--- src/rtl/axil_arb_pkg.sv ---
// Shared types and default widths for the axilite backend arbiter.
//   state_t     : sequencer states
//   DEF_*       : default parameter values used by the arbiter modules
package axil_arb_pkg;

   localparam int unsigned DEF_NUM_REQ = 4;
   localparam int unsigned DEF_ADDR_W  = 12;
   localparam int unsigned DEF_DATA_W  = 32;

   typedef enum logic [1:0] {
      IDLE      = 2'd0,
      ISSUE     = 2'd1,
      WAIT_DONE = 2'd2,
      RESP      = 2'd3
   } state_t;

endpackage

--- src/rtl/rr_arbiter.sv ---
// Combinational round-robin selector: first set request at or above ptr,
// wrapping past NUM_REQ-1 back to 0.
//   req   : request vector
//   ptr   : highest-priority index
//   grant : one-hot winner (all zero when req is empty)
//   idx   : encoded winner index
module rr_arbiter
   import axil_arb_pkg::*;
#(
   parameter int unsigned NUM_REQ = DEF_NUM_REQ,
   parameter int unsigned IDX_W   = $clog2(NUM_REQ)
) (
   input  logic [NUM_REQ-1:0] req,
   input  logic [IDX_W-1:0]   ptr,
   output logic [NUM_REQ-1:0] grant,
   output logic [IDX_W-1:0]   idx
);

   // Scan NUM_REQ positions starting at ptr; the first hit wins.
   always_comb begin
      int unsigned pos;
      logic        found;
      logic [IDX_W-1:0] p;
      grant = '0;
      idx   = '0;
      found = 1'b0;
      pos   = 0;
      p     = '0;
      for (int unsigned i = 0; i < NUM_REQ; i++) begin
         pos = 32'(ptr) + i;
         if (pos >= NUM_REQ) pos = pos - NUM_REQ;
         p = IDX_W'(pos);
         if (!found && req[p]) begin
            found    = 1'b1;
            grant[p] = 1'b1;
            idx      = p;
         end
      end
   end

endmodule

--- src/rtl/axilite_bk_arbiter.sv ---
// Round-robin arbiter/sequencer sharing one axilite master backend among
// NUM_REQ requesters, one transaction in flight at a time.
//   axi_aclk, axi_aresetn         : clock, async active-low reset
//   req_valid/write/addr/wdata/wstrb : packed per-requester requests
//   req_ready, rsp_valid          : one-hot accept / completion pulses
//   rsp_rdata                     : last captured read data
//   busy                          : transaction in flight
//   bk_w*/bk_r*                   : backend command outputs
//   bk_wdone, bk_rdone, bk_rdata  : backend completion inputs
module axilite_bk_arbiter
   import axil_arb_pkg::*;
#(
   parameter int unsigned NUM_REQ = DEF_NUM_REQ,
   parameter int unsigned ADDR_W  = DEF_ADDR_W,
   parameter int unsigned DATA_W  = DEF_DATA_W
) (
   input  logic                          axi_aclk,
   input  logic                          axi_aresetn,
   input  logic [NUM_REQ-1:0]            req_valid,
   input  logic [NUM_REQ-1:0]            req_write,
   input  logic [NUM_REQ*ADDR_W-1:0]     req_addr,
   input  logic [NUM_REQ*DATA_W-1:0]     req_wdata,
   input  logic [NUM_REQ*(DATA_W/8)-1:0] req_wstrb,
   output logic [NUM_REQ-1:0]            req_ready,
   output logic [NUM_REQ-1:0]            rsp_valid,
   output logic [DATA_W-1:0]             rsp_rdata,
   output logic                          busy,
   output logic                          bk_wstart,
   output logic [ADDR_W-1:0]             bk_waddr,
   output logic [DATA_W-1:0]             bk_wdata,
   output logic [DATA_W/8-1:0]           bk_wstrb,
   output logic                          bk_rstart,
   output logic [ADDR_W-1:0]             bk_raddr,
   input  logic                          bk_wdone,
   input  logic                          bk_rdone,
   input  logic [DATA_W-1:0]             bk_rdata
);

   localparam int unsigned STRB_W = DATA_W / 8;
   localparam int unsigned IDX_W  = $clog2(NUM_REQ);

   state_t              state_q, state_n;
   logic [IDX_W-1:0]    ptr_q, ptr_n;
   logic [IDX_W-1:0]    g_q, g_n;
   logic                wr_q, wr_n;
   logic [ADDR_W-1:0]   addr_q, addr_n;
   logic [DATA_W-1:0]   wdata_q, wdata_n;
   logic [STRB_W-1:0]   wstrb_q, wstrb_n;

   logic [NUM_REQ-1:0]  req_ready_n, rsp_valid_n;
   logic [DATA_W-1:0]   rsp_rdata_n;
   logic                busy_n, bk_wstart_n, bk_rstart_n;
   logic [ADDR_W-1:0]   bk_waddr_n, bk_raddr_n;
   logic [DATA_W-1:0]   bk_wdata_n;
   logic [STRB_W-1:0]   bk_wstrb_n;

   logic [NUM_REQ-1:0]  grant;
   logic [IDX_W-1:0]    grant_idx;
   logic [ADDR_W-1:0]   sel_addr;
   logic [DATA_W-1:0]   sel_wdata;
   logic [STRB_W-1:0]   sel_wstrb;

   rr_arbiter #(
      .NUM_REQ (NUM_REQ),
      .IDX_W   (IDX_W)
   ) u_rr (
      .req   (req_valid),
      .ptr   (ptr_q),
      .grant (grant),
      .idx   (grant_idx)
   );

   // Winner payload mux (one-hot OR).
   always_comb begin
      sel_addr  = '0;
      sel_wdata = '0;
      sel_wstrb = '0;
      for (int unsigned i = 0; i < NUM_REQ; i++) begin
         if (grant[i]) begin
            sel_addr  = req_addr[i*ADDR_W +: ADDR_W];
            sel_wdata = req_wdata[i*DATA_W +: DATA_W];
            sel_wstrb = req_wstrb[i*STRB_W +: STRB_W];
         end
      end
   end

   // Next state; outputs are computed for the state being entered so the
   // registered copies line up with that state's cycle.
   always_comb begin
      state_n     = state_q;
      ptr_n       = ptr_q;
      g_n         = g_q;
      wr_n        = wr_q;
      addr_n      = addr_q;
      wdata_n     = wdata_q;
      wstrb_n     = wstrb_q;
      req_ready_n = '0;
      rsp_valid_n = '0;
      rsp_rdata_n = rsp_rdata;
      bk_wstart_n = 1'b0;
      bk_waddr_n  = '0;
      bk_wdata_n  = '0;
      bk_wstrb_n  = '0;
      bk_rstart_n = 1'b0;
      bk_raddr_n  = '0;

      unique case (state_q)
         IDLE: begin
            if (|req_valid) begin
               g_n         = grant_idx;
               wr_n        = req_write[grant_idx];
               addr_n      = sel_addr;
               wdata_n     = sel_wdata;
               wstrb_n     = sel_wstrb;
               req_ready_n = grant;
               if (wr_n) begin
                  bk_wstart_n = 1'b1;
                  bk_waddr_n  = sel_addr;
                  bk_wdata_n  = sel_wdata;
                  bk_wstrb_n  = sel_wstrb;
               end else begin
                  bk_rstart_n = 1'b1;
                  bk_raddr_n  = sel_addr;
               end
               state_n = ISSUE;
            end
         end
         ISSUE: begin
            ptr_n   = (g_q == IDX_W'(NUM_REQ - 1)) ? '0 : g_q + IDX_W'(1);
            state_n = WAIT_DONE;
         end
         WAIT_DONE: begin
            // Only the done matching the latched direction completes.
            if (wr_q ? bk_wdone : bk_rdone) begin
               rsp_valid_n = NUM_REQ'(1) << g_q;
               if (!wr_q) rsp_rdata_n = bk_rdata;
               state_n = RESP;
            end
         end
         RESP: begin
            state_n = IDLE;
         end
         default: begin
            state_n = IDLE;
         end
      endcase

      busy_n = (state_n != IDLE);
   end

   // State and output registers.
   always_ff @(posedge axi_aclk or negedge axi_aresetn) begin
      if (!axi_aresetn) begin
         state_q   <= IDLE;
         ptr_q     <= '0;
         g_q       <= '0;
         wr_q      <= 1'b0;
         addr_q    <= '0;
         wdata_q   <= '0;
         wstrb_q   <= '0;
         req_ready <= '0;
         rsp_valid <= '0;
         rsp_rdata <= '0;
         busy      <= 1'b0;
         bk_wstart <= 1'b0;
         bk_waddr  <= '0;
         bk_wdata  <= '0;
         bk_wstrb  <= '0;
         bk_rstart <= 1'b0;
         bk_raddr  <= '0;
      end else begin
         state_q   <= state_n;
         ptr_q     <= ptr_n;
         g_q       <= g_n;
         wr_q      <= wr_n;
         addr_q    <= addr_n;
         wdata_q   <= wdata_n;
         wstrb_q   <= wstrb_n;
         req_ready <= req_ready_n;
         rsp_valid <= rsp_valid_n;
         rsp_rdata <= rsp_rdata_n;
         busy      <= busy_n;
         bk_wstart <= bk_wstart_n;
         bk_waddr  <= bk_waddr_n;
         bk_wdata  <= bk_wdata_n;
         bk_wstrb  <= bk_wstrb_n;
         bk_rstart <= bk_rstart_n;
         bk_raddr  <= bk_raddr_n;
      end
   end

endmodule

--- config.mk ---
export PLATFORM = sky130hd
export DESIGN_NAME = axilite_bk_arbiter
export DESIGN_NICKNAME = d
export VERILOG_FILES = /design/src/rtl/axil_arb_pkg.sv /design/src/rtl/rr_arbiter.sv /design/src/rtl/axilite_bk_arbiter.sv
export SDC_FILE = /design/constraint.sdc
export NUM_CORES = 1
export LEC_CHECK = 0
export BUFFER_PORTS_ARGS = -buffer_cell sky130_fd_sc_hd__buf_2
export CORE_AREA = 2 2 133 135
export CTS_BUF_LIST = sky130_fd_sc_hd__clkbuf_8 sky130_fd_sc_hd__clkbuf_16
export DETAILED_ROUTE_END_ITERATION = 8
export DIE_AREA = 0 0 135 137
export MAX_ROUTING_LAYER = met4
export PLACE_DENSITY_LB_ADDON = 0.2
export SLEW_MARGIN = 30
export SYNTH_ARGS = -nofsm -noshare
export SYNTH_HDL_FRONTEND = slang
export SYNTH_SLANG_ARGS = --single-unit
--- constraint.sdc ---
create_clock -name axi_aclk -period 2.9 [get_ports axi_aclk]
set_input_delay 0.435 -clock axi_aclk [delete_from_list [all_inputs] [get_ports axi_aclk]]
set_output_delay 0.435 -clock axi_aclk [all_outputs]
set_load 0.01 [all_outputs]
==> impl_metrics.ini <==
[status]
status = finished clean

[synth]
synth_common_cells = dfrtp_1 (110), nand2_1 (52), a21oi_1 (42)
synth_most_common_cell = dfrtp_1
synth_edf_count = 0
yosys-top-cells-area = dfrtp_1 (49%), mux2_2 (7.0%), a221o_1 (6.9%)
synth_warnings = 0
yosys.area.top_type = dfrtp_1
yosys-mux-area-fraction = 0.08722
yosys.area_share.xor_xnor = 0
syn-num-nets = 768
synth-main-ff-cell = dfrtp_1
yosysSeqAreaShare = 0.4882
syn_area_per_cell_um2 = 10.88
netlist_instances = 518
async_reset_ff_frac = 1.000
synth_area_um2 = 5638
synth_adder_area_share = 0.03107
synth_top_family_by_area = compound AO/OA/AOI/OAI gates
yosys.area_share.simple = 0.1034
synth_compound_area_frac = 0.2401
synth_seq_cells = 110
synth_top_area_frac = 0.4882
yosys.cell_types.count = 45

[global_route]
grt.busiest_layer = met2
grt_pass1_wl_um = 30190
grtUsageMet2 = 0.3683
gr-usage-met1 = 0.2676
antenna_found_initial = 1
grt_max_degree = 51
use_met3 = 0.05259
grt-ovfl-total = 0
grt_usage = 0.2200
grt_pass1_vias = 5400

[timing]
max_freq_mhz = 356.7
setup_violations = 0
tns_ns = 0
slew_violations = 0
rsz0062_at_grt = yes
worst-slew-pin-transition_ns = 0.6732
period_share = 0.9666
hold_viol = 0
setup_slack_ns = 0.09679
fin_hold_ws_ns = 0.09488
fin_skew_ns = 0.007187
maxSlewHeadroom = 0.5512
fin_crit_ns = 2.803

[die]
pin_count = 339
initial_core_util = 0.3305
die_h_um = 137
dieArea_um2 = 18500
rows = 48
die_x_um = 135
core_region_area_um2 = 17060

[clocking]
cts_num_sinks = 110
ctsHoldBuffers = 0
root_buffer = clkbuf_16
cts_tree = built
clk_latency_ns = 0.35
clkTransAtPathRegs_ns = 0.08
cts.htree.levels = 3
cts_made_buffers = 9
clockBufferDepth = 2

[worst_hold_path]
min_path_type = input pin to async pin

[setup_path]
crit_arrival_ns = 3.08
slowest_stage = dfrtp_2
r2r-start = ptr_q[0]$_DFFE_PN0N_
critPathLaunchType = flop
critical-path-max-stage-delay_ns = 0.44
cp_cell_sequence = buf_4 > clkbuf_16 > nand2b_1 > o221a_2 > a2111o_1 > a311oi_4 > buf_4 > buf_12 > a221o_1 > o211ai_1 > a21oi_1
crit_path_frequent_cell = buf_4
crit_required_ns = 3.18
crit_fanout = 18
worstSetupEndpointType = flop
critPathKind = flop to flop
crit_start = ptr_q[0]$_DFFE_PN0N_

[cells_and_area]
stdcell_area_um2 = 8159
nets = 1102
syn_to_final_growth_pct = 44.72
fin_util = 0.4784
drive_above_1_share = 0.5263
n_fill_cell = 1634

[route]
drt-initial-drc-count = 319
num_vias = 5575
ant_nets = 0
via_per_inst = 5.148
detail_route.first_pass.iterations = 4
wl_um = 20800
drcViolationCount = 0
routedWlPerCell_um = 19.21

[placement]
post-dp-hpwl_um = 15420
placed_area_um2 = 7735
portBuffers = 338
finalWeightedCongestion = 0.8659
post-place-ws_ns = 0.08813

[power_and_ir_drop]
power.density_nw_per_um2 = 1262
leakagePower_uw = 0.004140
ir_worst_vdd_v = 0.0006934

[run]
maxCapViolCount = 0
## where the power goes
| group | internal (µW) | leakage, µW | switching, µW |
|---|---|---|---|
| clock | 611 | 0.000145 | 627 |
| combinational | 2930 | 0.00256 | 3740 |
| sequential | 2180 | 0.00144 | 219 |
| total | 5720 | 0.00414 | 4580 |
## repair_timing
action / CTS / global route
setup endpoints to repair: 0 / 53
buffers inserted: 0 / 4
hold endpoints to repair: 0 / 0
gates resized for setup: 0 / 6
## cell type report
| cell class | instances | area [µm²] | share of cell area |
|---|---|---|---|
| Antenna cell | 1 | 2.502 | 0.0003067 |
| Clock buffer | 9 | 225.2 | 0.02760 |
| Clock inverter | 7 | 76.32 | 0.009354 |
| Inverter | 11 | 41.29 | 0.005061 |
| Multi-Input combinational cell | 349 | 2704 | 0.3314 |
| Sequential cell | 110 | 2754 | 0.3375 |
| Tap cell | 225 | 281.5 | 0.03450 |
| Timing Repair Buffer | 371 | 2074 | 0.2543 |
## flip-flops by register name, summed over array words and instances, names as in the netlist
signal / count
rsp_rdata: 32
rsp_valid: 4
bk_wdata: 32
bk_wstrb: 4
bk_wstart: 1
ptr_q: 2
wr_q: 1
g_q: 2
state_q: 2
bk_waddr: 12
bk_raddr: 12
req_ready: 4
bk_rstart: 1
busy: 1
## path summary, 6_finish.rpt
path | to | slack [ns] | cells past startpoint
max | bk_wdata[20]$_DFF_PN0_ | 0.1 | 11
min | bk_wdata[26]$_DFF_PN0_ | 0.09 | 1
max reg2reg | bk_wdata[20]$_DFF_PN0_ | 0.1 | 11
min reg2reg | rsp_rdata[7]$_DFFE_PN0P_ | 0.50 | 1
max in group asynchronous | rsp_rdata[15]$_DFFE_PN0P_ | 2.09 | 2
min in group axi_aclk | rsp_rdata[20]$_DFFE_PN0P_ | 0.31 | 2
## per-layer routing
layer,share of wire,up-vias
li1,-,2617
met2,0.52,218
met3,0.076,24
met5,0,-
met4,0.018,0
met1,0.39,2716
## cells by family (layout without fill, tap and decap cells)
kind of cell	Yosys count	count (layout)
AOI/OAI and AO/OA	172	172
and+or+nand+nor	122	122
DFF	110	110
buffers and inverters	59	398
muxes	41	41
adders and majority gates	14	14
other	0	1
## cell usage in the layout (no fill, tap or decap), types with 6 or more instances in the layout
cell type,instances
a221oi_2,11
nor3_1,25
clkbuf_16,11
buf_12,8
o21ai_0,19
a221o_1,38
buf_2,338
nor2_1,10
ha_1,13
a21oi_1,42
mux2_2,35
inv_1,10
o211ai_1,37
nand2_1,52
and2_1,6
buf_4,23
or3_1,13
dfrtp_1,109
## critical path: cells and delay by family, from the launching register on
kind                   cells  cell delay [ns]
and+or+nand+nor            1             0.15
AOI/OAI and AO/OA          6             1.49
buffers and inverters      4             0.63
DFF                        1             0.44
## through the flow
step / std cells / total power [µW]
finish: 1083 / 10300
global route: 1083 / 11120
CTS: 1076 / 10150
detailed placement: 1060 / 8884
global placement: 1060 / 8823
floorplan: 518 / 6668
No activity file was read; power rests on OpenSTA's default activity.
